## src/rtl/lsu_mem_ctrl_if.sv

```systemverilog
// Word-wide single-port data bus between the load/store unit and memory.
//   o_busReq   : bus request, held until i_busAck
//   o_busWe    : 1 = write, 0 = read
//   o_busAddr  : word-aligned address
//   o_busBe    : byte lane enables (driven for reads too)
//   o_busWdata : lane-aligned write data
//   i_busAck   : transaction accepted and complete
//   i_busRdata : read data, valid with i_busAck
interface lsu_mem_ctrl_if;
  logic        o_busReq;
  logic        o_busWe;
  logic [31:0] o_busAddr;
  logic [3:0]  o_busBe;
  logic [31:0] o_busWdata;
  logic        i_busAck;
  logic [31:0] i_busRdata;

  modport master (
    output o_busReq, o_busWe, o_busAddr, o_busBe, o_busWdata,
    input  i_busAck, i_busRdata
  );

  modport slave (
    input  o_busReq, o_busWe, o_busAddr, o_busBe, o_busWdata,
    output i_busAck, i_busRdata
  );
endinterface

```

## src/rtl/lsu_mem_ctrl.sv

```systemverilog
// Load/store unit: aligns byte lanes and store data onto a word bus,
// splits misaligned accesses into two words, and extracts/extends loads.
//   i_clk, i_reset          : clock, synchronous active-high reset
//   i_req .. i_stData       : core request (held stable until o_done)
//   o_busy, o_done, o_err   : core handshake / status
//   o_ldData                : extended load result, valid with o_done
//   bus                     : word bus master port
//
// state | meaning
// ------+---------------------------------------------------
// IDLE  | waiting for i_req
// ACC0  | bus transaction for the lower (or only) word
// ACC1  | bus transaction for the upper word of a split access
// RESP  | o_done pulse; o_err / o_ldData valid
module lsu_mem_ctrl #(
  parameter int P_SPLIT_EN = 1
) (
  input  logic                  i_clk,
  input  logic                  i_reset,
  input  logic                  i_req,
  input  logic                  i_memWrEnable,
  input  logic [4:0]            i_mask,
  input  logic [31:0]           i_addr,
  input  logic [31:0]           i_stData,
  output logic                  o_busy,
  output logic                  o_done,
  output logic                  o_err,
  output logic [31:0]           o_ldData,
  lsu_mem_ctrl_if.master        bus
);

  typedef enum logic [1:0] {S_IDLE, S_ACC0, S_ACC1, S_RESP} state_t;

  state_t      state_q, state_d;
  logic        we_q, we_d;
  logic        split_q, split_d;
  logic        uns_q, uns_d;
  logic [1:0]  off_q, off_d;
  logic [3:0]  size_q, size_d;
  logic [31:0] w1_addr_q, w1_addr_d;
  logic [3:0]  w1_be_q, w1_be_d;
  logic [31:0] w1_wdata_q, w1_wdata_d;
  logic [63:0] rd_buf_q, rd_buf_d;
  logic        err_q, err_d;
  logic [31:0] ld_data_q, ld_data_d;
  logic        bus_req_q, bus_req_d;
  logic        bus_we_q, bus_we_d;
  logic [31:0] bus_addr_q, bus_addr_d;
  logic [3:0]  bus_be_q, bus_be_d;
  logic [31:0] bus_wdata_q, bus_wdata_d;

  logic [1:0]  off;
  logic [3:0]  size_pat;
  logic        mask_ok;
  logic [7:0]  be8;
  logic [63:0] wd64;
  logic        split;
  logic        req_bad;
  logic        ack;

  function automatic logic [31:0] extract(logic [63:0] rd_buf, logic [1:0] sh_off,
                                          logic [3:0] size, logic uns);
    logic [31:0] sh;
    sh = 32'(rd_buf >> {sh_off, 3'b000});
    case (size)
      4'b0001: extract = uns ? {24'b0, sh[7:0]}  : {{24{sh[7]}}, sh[7:0]};
      4'b0011: extract = uns ? {16'b0, sh[15:0]} : {{16{sh[15]}}, sh[15:0]};
      default: extract = sh;
    endcase
  endfunction

  // Request decode, evaluated on the live core inputs in IDLE.
  always_comb begin
    off      = i_addr[1:0];
    size_pat = i_mask[3:0];
    mask_ok  = (size_pat == 4'b0001) || (size_pat == 4'b0011) || (size_pat == 4'b1111);
    be8      = {4'b0000, size_pat} << off;
    wd64     = {32'b0, i_stData} << {off, 3'b000};
    split    = |be8[7:4];
    req_bad  = !mask_ok || (split && (P_SPLIT_EN == 0));
    // Ack only counts while a request is actually on the bus.
    ack      = bus_req_q && bus.i_busAck;
  end

  // State register
  always_ff @(posedge i_clk) begin
    if (i_reset) state_q <= S_IDLE;
    else         state_q <= state_d;
  end

  // Next state
  always_comb begin
    state_d = state_q;
    case (state_q)
      S_IDLE:  if (i_req) state_d = req_bad ? S_RESP : S_ACC0;
      S_ACC0:  if (ack)   state_d = split_q ? S_ACC1 : S_RESP;
      S_ACC1:  if (ack)   state_d = S_RESP;
      default: state_d = S_IDLE;
    endcase
  end

  // Outputs
  always_comb begin
    o_busy         = (state_q != S_IDLE);
    o_done         = (state_q == S_RESP);
    o_err          = err_q;
    o_ldData       = ld_data_q;
    bus.o_busReq   = bus_req_q;
    bus.o_busWe    = bus_we_q;
    bus.o_busAddr  = bus_addr_q;
    bus.o_busBe    = bus_be_q;
    bus.o_busWdata = bus_wdata_q;
  end

  // Datapath next values
  always_comb begin
    we_d        = we_q;
    split_d     = split_q;
    uns_d       = uns_q;
    off_d       = off_q;
    size_d      = size_q;
    w1_addr_d   = w1_addr_q;
    w1_be_d     = w1_be_q;
    w1_wdata_d  = w1_wdata_q;
    rd_buf_d    = rd_buf_q;
    err_d       = err_q;
    ld_data_d   = ld_data_q;
    bus_req_d   = bus_req_q;
    bus_we_d    = bus_we_q;
    bus_addr_d  = bus_addr_q;
    bus_be_d    = bus_be_q;
    bus_wdata_d = bus_wdata_q;
    case (state_q)
      S_IDLE: begin
        if (i_req) begin
          ld_data_d = 32'h0;
          err_d     = req_bad;
          if (!req_bad) begin
            we_d        = i_memWrEnable;
            split_d     = split;
            uns_d       = i_mask[4];
            off_d       = off;
            size_d      = size_pat;
            // Word 1 is captured now so the access completes even if the
            // core drops its inputs early.
            w1_addr_d   = {i_addr[31:2], 2'b00} + 32'd4;
            w1_be_d     = be8[7:4];
            w1_wdata_d  = wd64[63:32];
            bus_req_d   = 1'b1;
            bus_we_d    = i_memWrEnable;
            bus_addr_d  = {i_addr[31:2], 2'b00};
            bus_be_d    = be8[3:0];
            bus_wdata_d = wd64[31:0];
          end
        end
      end
      S_ACC0: begin
        if (ack) begin
          rd_buf_d[31:0] = bus.i_busRdata;
          if (split_q) begin
            bus_addr_d  = w1_addr_q;
            bus_be_d    = w1_be_q;
            bus_wdata_d = w1_wdata_q;
          end else begin
            bus_req_d = 1'b0;
            bus_we_d  = 1'b0;
            ld_data_d = we_q ? 32'h0 : extract(rd_buf_d, off_q, size_q, uns_q);
          end
        end
      end
      S_ACC1: begin
        if (ack) begin
          rd_buf_d[63:32] = bus.i_busRdata;
          bus_req_d = 1'b0;
          bus_we_d  = 1'b0;
          ld_data_d = we_q ? 32'h0 : extract(rd_buf_d, off_q, size_q, uns_q);
        end
      end
      default: ;
    endcase
  end

  always_ff @(posedge i_clk) begin
    if (i_reset) begin
      we_q        <= 1'b0;
      split_q     <= 1'b0;
      uns_q       <= 1'b0;
      off_q       <= 2'b00;
      size_q      <= 4'h0;
      w1_addr_q   <= 32'h0;
      w1_be_q     <= 4'h0;
      w1_wdata_q  <= 32'h0;
      rd_buf_q    <= 64'h0;
      err_q       <= 1'b0;
      ld_data_q   <= 32'h0;
      bus_req_q   <= 1'b0;
      bus_we_q    <= 1'b0;
      bus_addr_q  <= 32'h0;
      bus_be_q    <= 4'h0;
      bus_wdata_q <= 32'h0;
    end else begin
      we_q        <= we_d;
      split_q     <= split_d;
      uns_q       <= uns_d;
      off_q       <= off_d;
      size_q      <= size_d;
      w1_addr_q   <= w1_addr_d;
      w1_be_q     <= w1_be_d;
      w1_wdata_q  <= w1_wdata_d;
      rd_buf_q    <= rd_buf_d;
      err_q       <= err_d;
      ld_data_q   <= ld_data_d;
      bus_req_q   <= bus_req_d;
      bus_we_q    <= bus_we_d;
      bus_addr_q  <= bus_addr_d;
      bus_be_q    <= bus_be_d;
      bus_wdata_q <= bus_wdata_d;
    end
  end

endmodule

```

## src/flat_wrapper.sv

```systemverilog
// flat-port wrapper written by rule: the top's interface ports become plain ports
module lsu_mem_ctrl_flat 
#(
  parameter int P_SPLIT_EN = 1
)
  (i_clk, i_reset, i_req, i_memWrEnable, i_mask, i_addr, i_stData, o_busy, o_done, o_err, o_ldData, bus_o_busReq, bus_o_busWe, bus_o_busAddr, bus_o_busBe, bus_o_busWdata, bus_i_busAck, bus_i_busRdata);
  lsu_mem_ctrl_if bus_i ();
  input  logic i_clk;
  input  logic i_reset;
  input  logic i_req;
  input  logic i_memWrEnable;
  input  logic [4:0] i_mask;
  input  logic [31:0] i_addr;
  input  logic [31:0] i_stData;
  output logic o_busy;
  output logic o_done;
  output logic o_err;
  output logic [31:0] o_ldData;
  output wire logic [$bits(bus_i.o_busReq)-1:0] bus_o_busReq;
  output wire logic [$bits(bus_i.o_busWe)-1:0] bus_o_busWe;
  output wire logic [$bits(bus_i.o_busAddr)-1:0] bus_o_busAddr;
  output wire logic [$bits(bus_i.o_busBe)-1:0] bus_o_busBe;
  output wire logic [$bits(bus_i.o_busWdata)-1:0] bus_o_busWdata;
  input wire logic [$bits(bus_i.i_busAck)-1:0] bus_i_busAck;
  input wire logic [$bits(bus_i.i_busRdata)-1:0] bus_i_busRdata;
  assign bus_o_busReq = bus_i.o_busReq;
  assign bus_o_busWe = bus_i.o_busWe;
  assign bus_o_busAddr = bus_i.o_busAddr;
  assign bus_o_busBe = bus_i.o_busBe;
  assign bus_o_busWdata = bus_i.o_busWdata;
  assign bus_i.i_busAck = bus_i_busAck;
  assign bus_i.i_busRdata = bus_i_busRdata;
  lsu_mem_ctrl #(.P_SPLIT_EN(P_SPLIT_EN)) u_core (.i_clk(i_clk), .i_reset(i_reset), .i_req(i_req), .i_memWrEnable(i_memWrEnable), .i_mask(i_mask), .i_addr(i_addr), .i_stData(i_stData), .o_busy(o_busy), .o_done(o_done), .o_err(o_err), .o_ldData(o_ldData), .bus(bus_i));
endmodule
```

## config.mk

```make
export PLATFORM = sky130hd
export DESIGN_NAME = lsu_mem_ctrl_flat
export DESIGN_NICKNAME = d
export VERILOG_FILES = /design/src/rtl/lsu_mem_ctrl_if.sv /design/src/rtl/lsu_mem_ctrl.sv /design/src/flat_wrapper.sv
export SDC_FILE = /design/constraint.sdc
export NUM_CORES = 1
export LEC_CHECK = 0
export ABC_AREA = 0
export CORE_UTILIZATION = 30
export CTS_CLUSTER_SIZE = 30
export DETAILED_ROUTE_END_ITERATION = 8
export GPL_TIMING_DRIVEN = 0
export HOLD_SLACK_MARGIN = 0.05
export PLACE_DENSITY_LB_ADDON = 0.05
export SYNTH_ARGS = -nofsm -noshare
export SYNTH_HDL_FRONTEND = slang
export SYNTH_SLANG_ARGS = --single-unit
```

## constraint.sdc

```tcl
create_clock -name i_clk -period 2.6 [get_ports i_clk]
set_input_delay 0.39 -clock i_clk [delete_from_list [all_inputs] [get_ports i_clk]]
set_output_delay 0.39 -clock i_clk [all_outputs]
set_load 0.05 [all_outputs]
```

Yosys cells after proc, flatten, opt, wreduce, memory -nomap -nowiden

Index checks and enable logic that the tools add are counted.

$add $sub $neg: 1
Muxes and demuxes: 43
Shifts and indexed selects: 4
Reductions and logical operators: 17
Equality and inequality tests: 14

Operators by type and width:

| cell                    | count |
|---|---|
| $mux W32                | 18 |
| $pmux W32 S2            | 4 |
| $shr A64 B5 Y32         | 2 |
| $pmux W32 S3            | 1 |
| $shl A32 B5 Y64         | 1 |
| $add A32 B3 Y32 const B | 1 |
| $mux W4                 | 4 |
| $reduce_and A5 Y1       | 2 |
| $eq A4 B1 Y1 const B    | 2 |
| $eq A4 B2 Y1 const B    | 2 |
| $mux W1                 | 8 |
| $mux W2                 | 4 |
| $ne A2 B1 Y1 const B    | 4 |
| $pmux W4 S2             | 1 |
| $shl A4 B2 Y8           | 1 |
| $pmux W1 S3             | 2 |
| $pmux W2 S3             | 1 |
| $reduce_and A2 Y1       | 3 |
| $reduce_and A3 Y1       | 2 |
| $reduce_and A6 Y1       | 1 |
| $eq A2 B2 Y1 const B    | 2 |
| $eq A4 B4 Y1 const B    | 1 |
| $ne A2 B2 Y1 const B    | 2 |
| $reduce_bool A2 Y1      | 2 |
| other kinds (7)         | 8 |

Input bits: 106
Logic and storage cells: 97
Register bits: 246

Logic depth before layout (Yosys ltp)

Depth after elaboration: 7
Mapped depth: 11
Depth with buffers taken out: 7

Worst setup path after synthesis

No wires, ideal clock.

Path kind: register to register
Start: reg u_core.state_q[0]
End: reg u_core.ld_data_q[16], in the netlist u_core.o_ldData[16]
Setup slack: 0.417 ns
Arrival: 2.123 ns
Clock period less this slack: 2.183 ns
Stages on the path, launching flop included: 10
Buffers on the path: 3
Cells stage by stage: dfxtp_1 -> ha_1 -> a21o_1 -> or3_1 -> clkbuf_1 -> or2_1 -> buf_2 -> buf_6 -> a21oi_1 -> a32o_1

Word-level cells in the longest chain between the ends: 3

RTL lines:

| element                                        | line                | text |
|---|---|---|
| from (decl)                                    | lsu_mem_ctrl.sv:34  | `state_t state_q, state_d;` |
| from (signal assigned)                         | lsu_mem_ctrl.sv:88  | `else state_q <= state_d;` |
| $eq A2 B2 Y1 (tied with other cells)           | lsu_mem_ctrl.sv:133 | `case (state_q)` |
| $ne A2 B1 Y1 (no line) (tied with other cells) | n/a                 |  |
| $reduce_and A5 Y1 (no line)                    | n/a                 |  |
| to (signal assigned)                           | lsu_mem_ctrl.sv:212 | `ld_data_q <= ld_data_d;` |
| to (decl)                                      | lsu_mem_ctrl.sv:45  | `logic [31:0] ld_data_q, ld_data_d;` |

Parallel ways exist; a longest one is shown, timed or not.
A chain may end at the register's enable or synchronous reset.

Final worst setup path

Start: reg u_core.state_q[0]
End: reg u_core.bus_wdata_q[1], in the netlist u_core.bus.o_busWdata[1]

Word-level cells in the longest chain between the ends: 3

RTL lines:

| element                                          | line                | text |
|---|---|---|
| $eq A2 B1 Y1 or $logic_not A2 Y1 (tied branches) | lsu_mem_ctrl.sv:133 |  |
| $ne A2 B1 Y1 (no line) (tied with other cells)   | n/a                 |  |
| $reduce_and A5 Y1 (no line)                      | n/a                 |  |
| to (signal assigned)                             | lsu_mem_ctrl.sv:217 | `bus_wdata_q <= bus_wdata_d;` |
| to (decl)                                        | lsu_mem_ctrl.sv:50  | `logic [31:0] bus_wdata_q, bus_wdata_d;` |

Parallel ways exist; a longest one is shown, timed or not.

==> flow_metrics.tcl <==
set metrics [dict create \
    synth-seq-cells 225 \
    maxSlewHeadroom_pct 26.09 \
    period_minus_slack_ns 2.517 \
    port_buffers 207 \
    initial_core_util_pct 30.67 \
    vdd_drop_max_uv 865.6 \
    syn_inst 1323 \
    ys_warn_count 0 \
    ios 211 \
    nFillCells 3925 \
    cts_buffers 28 \
    finalMaxSlewViolations 0 \
    core_area_mm2 0.03793 \
    wl_per_cell_um 21.63 \
    synth_flop_cell "dfxtp_1" \
    synth_edf_count 0 \
    wirelength_um 45320 \
    end_kind "register" \
    clkSinkCount 225 \
    grt.total_usage_pct 22.72 \
    hold_buffers 0 \
    grt_pass1_wl_um 67950 \
    synth.distinct_cells 60 \
    clk_latency_ns 0.56 \
    dr_total_vias 11110 \
    rows 71 \
    place_congestion 0.9113 \
    grt_max_degree 15 \
    grt_pass1_vias 11090 \
    critPathRequiredTime_ns 3.02 \
    skew_ns 0.01914 \
    fin_util_pct 40.48 \
    status "finished clean" \
    max_freq_mhz 397.3 \
    die_area_mm2 0.03957 \
    drv_cap 0 \
    cp-start-kind "register" \
    ys_seq_area_share_pct 38.72 \
    final_nets 1672 \
    critical_path_class "register to register" \
    via_per_inst 5.302 \
    antenna_left 0 \
    drc 0 \
    final.period_utilization_pct 96.80 \
    rsz0062_at_grt "true" \
    finalPower_w 0.01465 \
    die_h_um 198.9 \
    leakage_nw 5.123 \
    clkTransAtPathRegs_ns 0.06 \
    drt_iter0_markers 615 \
    syn-cell-area_mm2 0.01163 \
    async_flop_share_pct 0 \
    final-setup-viol-count 0 \
    finalHoldViolations 0 \
    cp_max_fo 10 \
    synth.avg_cell_area_um2 8.793 \
    cts_buffer_depth 3 \
    gr-total-overflow 0 \
    dr.pass1.iters 5 \
    area_delta_synth_final_pct 32.00 \
    root_buffer "clkbuf_16" \
    htreeDepth 1 \
    hp-class "primary input to register" \
    antenna_found_initial 5 \
    drive_gt1_share_pct 12.65 \
    arrival_ns 2.93 \
    die_x_um 198.9 \
    dp_hpwl_um 34520 \
    tightest_slew_ns 1.098 \
    cts_tree "done" \
    powerDensity_mw_per_mm2 954.0 \
]
==> report_power, final <==
group | switching, W | internal [W] | total, W
sequential | 0.000389 | 0.00404 | 0.00443
combinational | 0.00424 | 0.00214 | 0.00638
clock | 0.00157 | 0.00228 | 0.00384
total | 0.00620 | 0.00845 | 0.0146
==> worst max-delay path, stage by stage, from the launching register on <==
cell	delay, ns
dfxtp_1	0.38
inv_1	0.08
ha_1	0.19
buf_2	0.19
nor2b_4	0.17
a21o_1	0.21
a21o_1	0.27
clkbuf_4	0.24
buf_2	0.22
a221oi_1	0.34
nor3_1	0.08
==> registers in the layout, indices dropped and copies added (netlist names) <==
register               cells
u_core.bus.o_busBe         4
u_core.bus.o_busWdata     32
u_core.state_q             2
u_core.rd_buf_q           56
u_core.we_q                1
u_core.w1_be_q             3
u_core.uns_q               1
u_core.size_q              4
u_core.bus.o_busReq        1
u_core.bus.o_busAddr      30
u_core.bus.o_busWe         1
u_core.w1_addr_q          30
u_core.w1_wdata_q         24
u_core.o_err               1
u_core.split_q             1
u_core.off_q               2
u_core.o_ldData           32
==> layout by cell type, fill, tap and decap left out, drive strengths merged, types with 5 or more instances in the layout <==
cell type / netlist / routed
a221oi: 47 / 47
or3: 14 / 14
nand4: 8 / 8
o31ai: 7 / 7
xor2: 8 / 8
mux2: 48 / 48
dfxtp: 225 / 225
clkdlybuf4s50: 0 / 206
nor2b: 12 / 12
nand2: 189 / 189
buf: 37 / 34
xnor2: 17 / 17
o21ba: 7 / 7
o21ai: 38 / 38
a22oi: 22 / 22
nor2: 125 / 125
and4: 5 / 5
mux4: 33 / 33
nand3: 17 / 17
a22o: 8 / 8
a211oi: 59 / 59
nand3b: 9 / 9
o211ai: 10 / 10
and2: 10 / 10
clkinv: 0 / 5
inv: 12 / 12
ha: 5 / 5
nor3: 43 / 43
mux2i: 57 / 57
a21oi: 115 / 115
a211o: 8 / 8
clkbuf: 81 / 128
nand2b: 7 / 7
nor4: 5 / 5
a32o: 9 / 9
==> final timing paths <==
path	start	to	slack (ns)	depth (start not counted)
max	u_core.state_q[0]	u_core.bus.o_busWdata[1]	0.08	10
max reg2reg	u_core.state_q[0]	u_core.bus.o_busWdata[1]	0.08	10
min reg2reg	u_core.we_q	u_core.we_q	0.45	2
min	i_mask[4]	u_core.uns_q	0.40	3
==> metrics by stage <==
step	TNS (ns)	hold slack [ns]	cell area (µm²)	setup slack, ns	std cells
5_1_grt	-0.005083	0.3912	15350	-0.003704	2092
3_3_place_gp	-59.06	0.4343	14350	-0.6348	2042
6_report	0	0.3998	15360	0.08328	2095
3_5_place_dp	-65.91	0.4436	14350	-0.6979	2042
4_1_cts	-0.01049	0.3739	15280	-0.005791	2092
2_1_floorplan	0	0.4251	11640	0.4170	1324
==> metal layers <==
layer  global-route usage [%]  vias up  part of all wire [%]
met4                    6.695        6                   2.6
li1                         -     5314                     -
met5                        0        -                 0.088
met2                    38.05      347                    47
met3                    4.256       69                   6.4
met1                    29.49     5372                    44
==> what timing repair did <==
item	CTS	global route
cloned	0	0
buffers inserted	0	2
endpoints found under the setup margin	97	133
gates resized for setup	12	32
pin swaps	0	1
==> cell type report <==
class	count	area, µm²	area share [%]
tap	511	639.4	4.164
clock buffer	44	830.8	5.410
clock inverter	6	66.31	0.4318
multi-input combinational	969	6660	43.37
antenna	3	7.507	0.04889
timing repair buffer	209	2086	13.58
inverter	12	45.04	0.2933
sequential	225	4504	29.33
buffer	116	516.7	3.365
==> cells by family (layout without fill, tap and decap cells) <==
family / Yosys count / after routing / share of synthesized area (%)
AO/OA/AOI/OAI: 345 / 345 / 20.31
flip-flops: 225 / 225 / 38.72
other: 1 / 5 / 0.03223
adder cells (fa/ha/maj): 5 / 5 / 0.5378
XOR/XNOR: 25 / 25 / 1.882
AND/OR/NAND/NOR: 454 / 454 / 17.91
multiplexers: 138 / 138 / 15.94
buffers and inverters: 130 / 387 / 4.678
==> Yosys cell counts (all sizes together) (2+ instances only) <==
cell type / n / area, µm²
xnor2: 17 / 148.9
nand2b: 7 / 43.79
and2: 10 / 62.56
a21o: 3 / 22.52
nor2: 125 / 469.2
mux4: 33 / 743.2
a21oi: 115 / 575.6
o21ai: 38 / 190.2
and4: 5 / 43.79
a22o: 8 / 70.07
a221oi: 47 / 411.6
o21ba: 7 / 70.07
nor3: 43 / 241.5
and3: 4 / 25.02
o211ai: 10 / 75.07
a211o: 8 / 70.07
o21a: 2 / 15.01
a2bb2oi: 2 / 17.52
nand2: 189 / 709.4
or3: 14 / 87.58
nand3: 17 / 85.08
nor2b: 12 / 82.58
xor2: 8 / 70.07
nor3b: 2 / 15.01
mux2: 48 / 540.5
ha: 5 / 62.56
nor4: 5 / 58.80
mux2i: 57 / 570.6
buf: 37 / 193.9
o31ai: 7 / 52.55
a22oi: 22 / 165.2
a311oi: 3 / 26.28
nand3b: 9 / 67.56
nand4: 8 / 62.56
dfxtp: 225 / 4504
clkbuf: 81 / 305.3
inv: 12 / 45.04
a32o: 9 / 90.09
a211oi: 59 / 468.0
or2: 2 / 12.52
No activity file was read; power rests on OpenSTA's default activity.
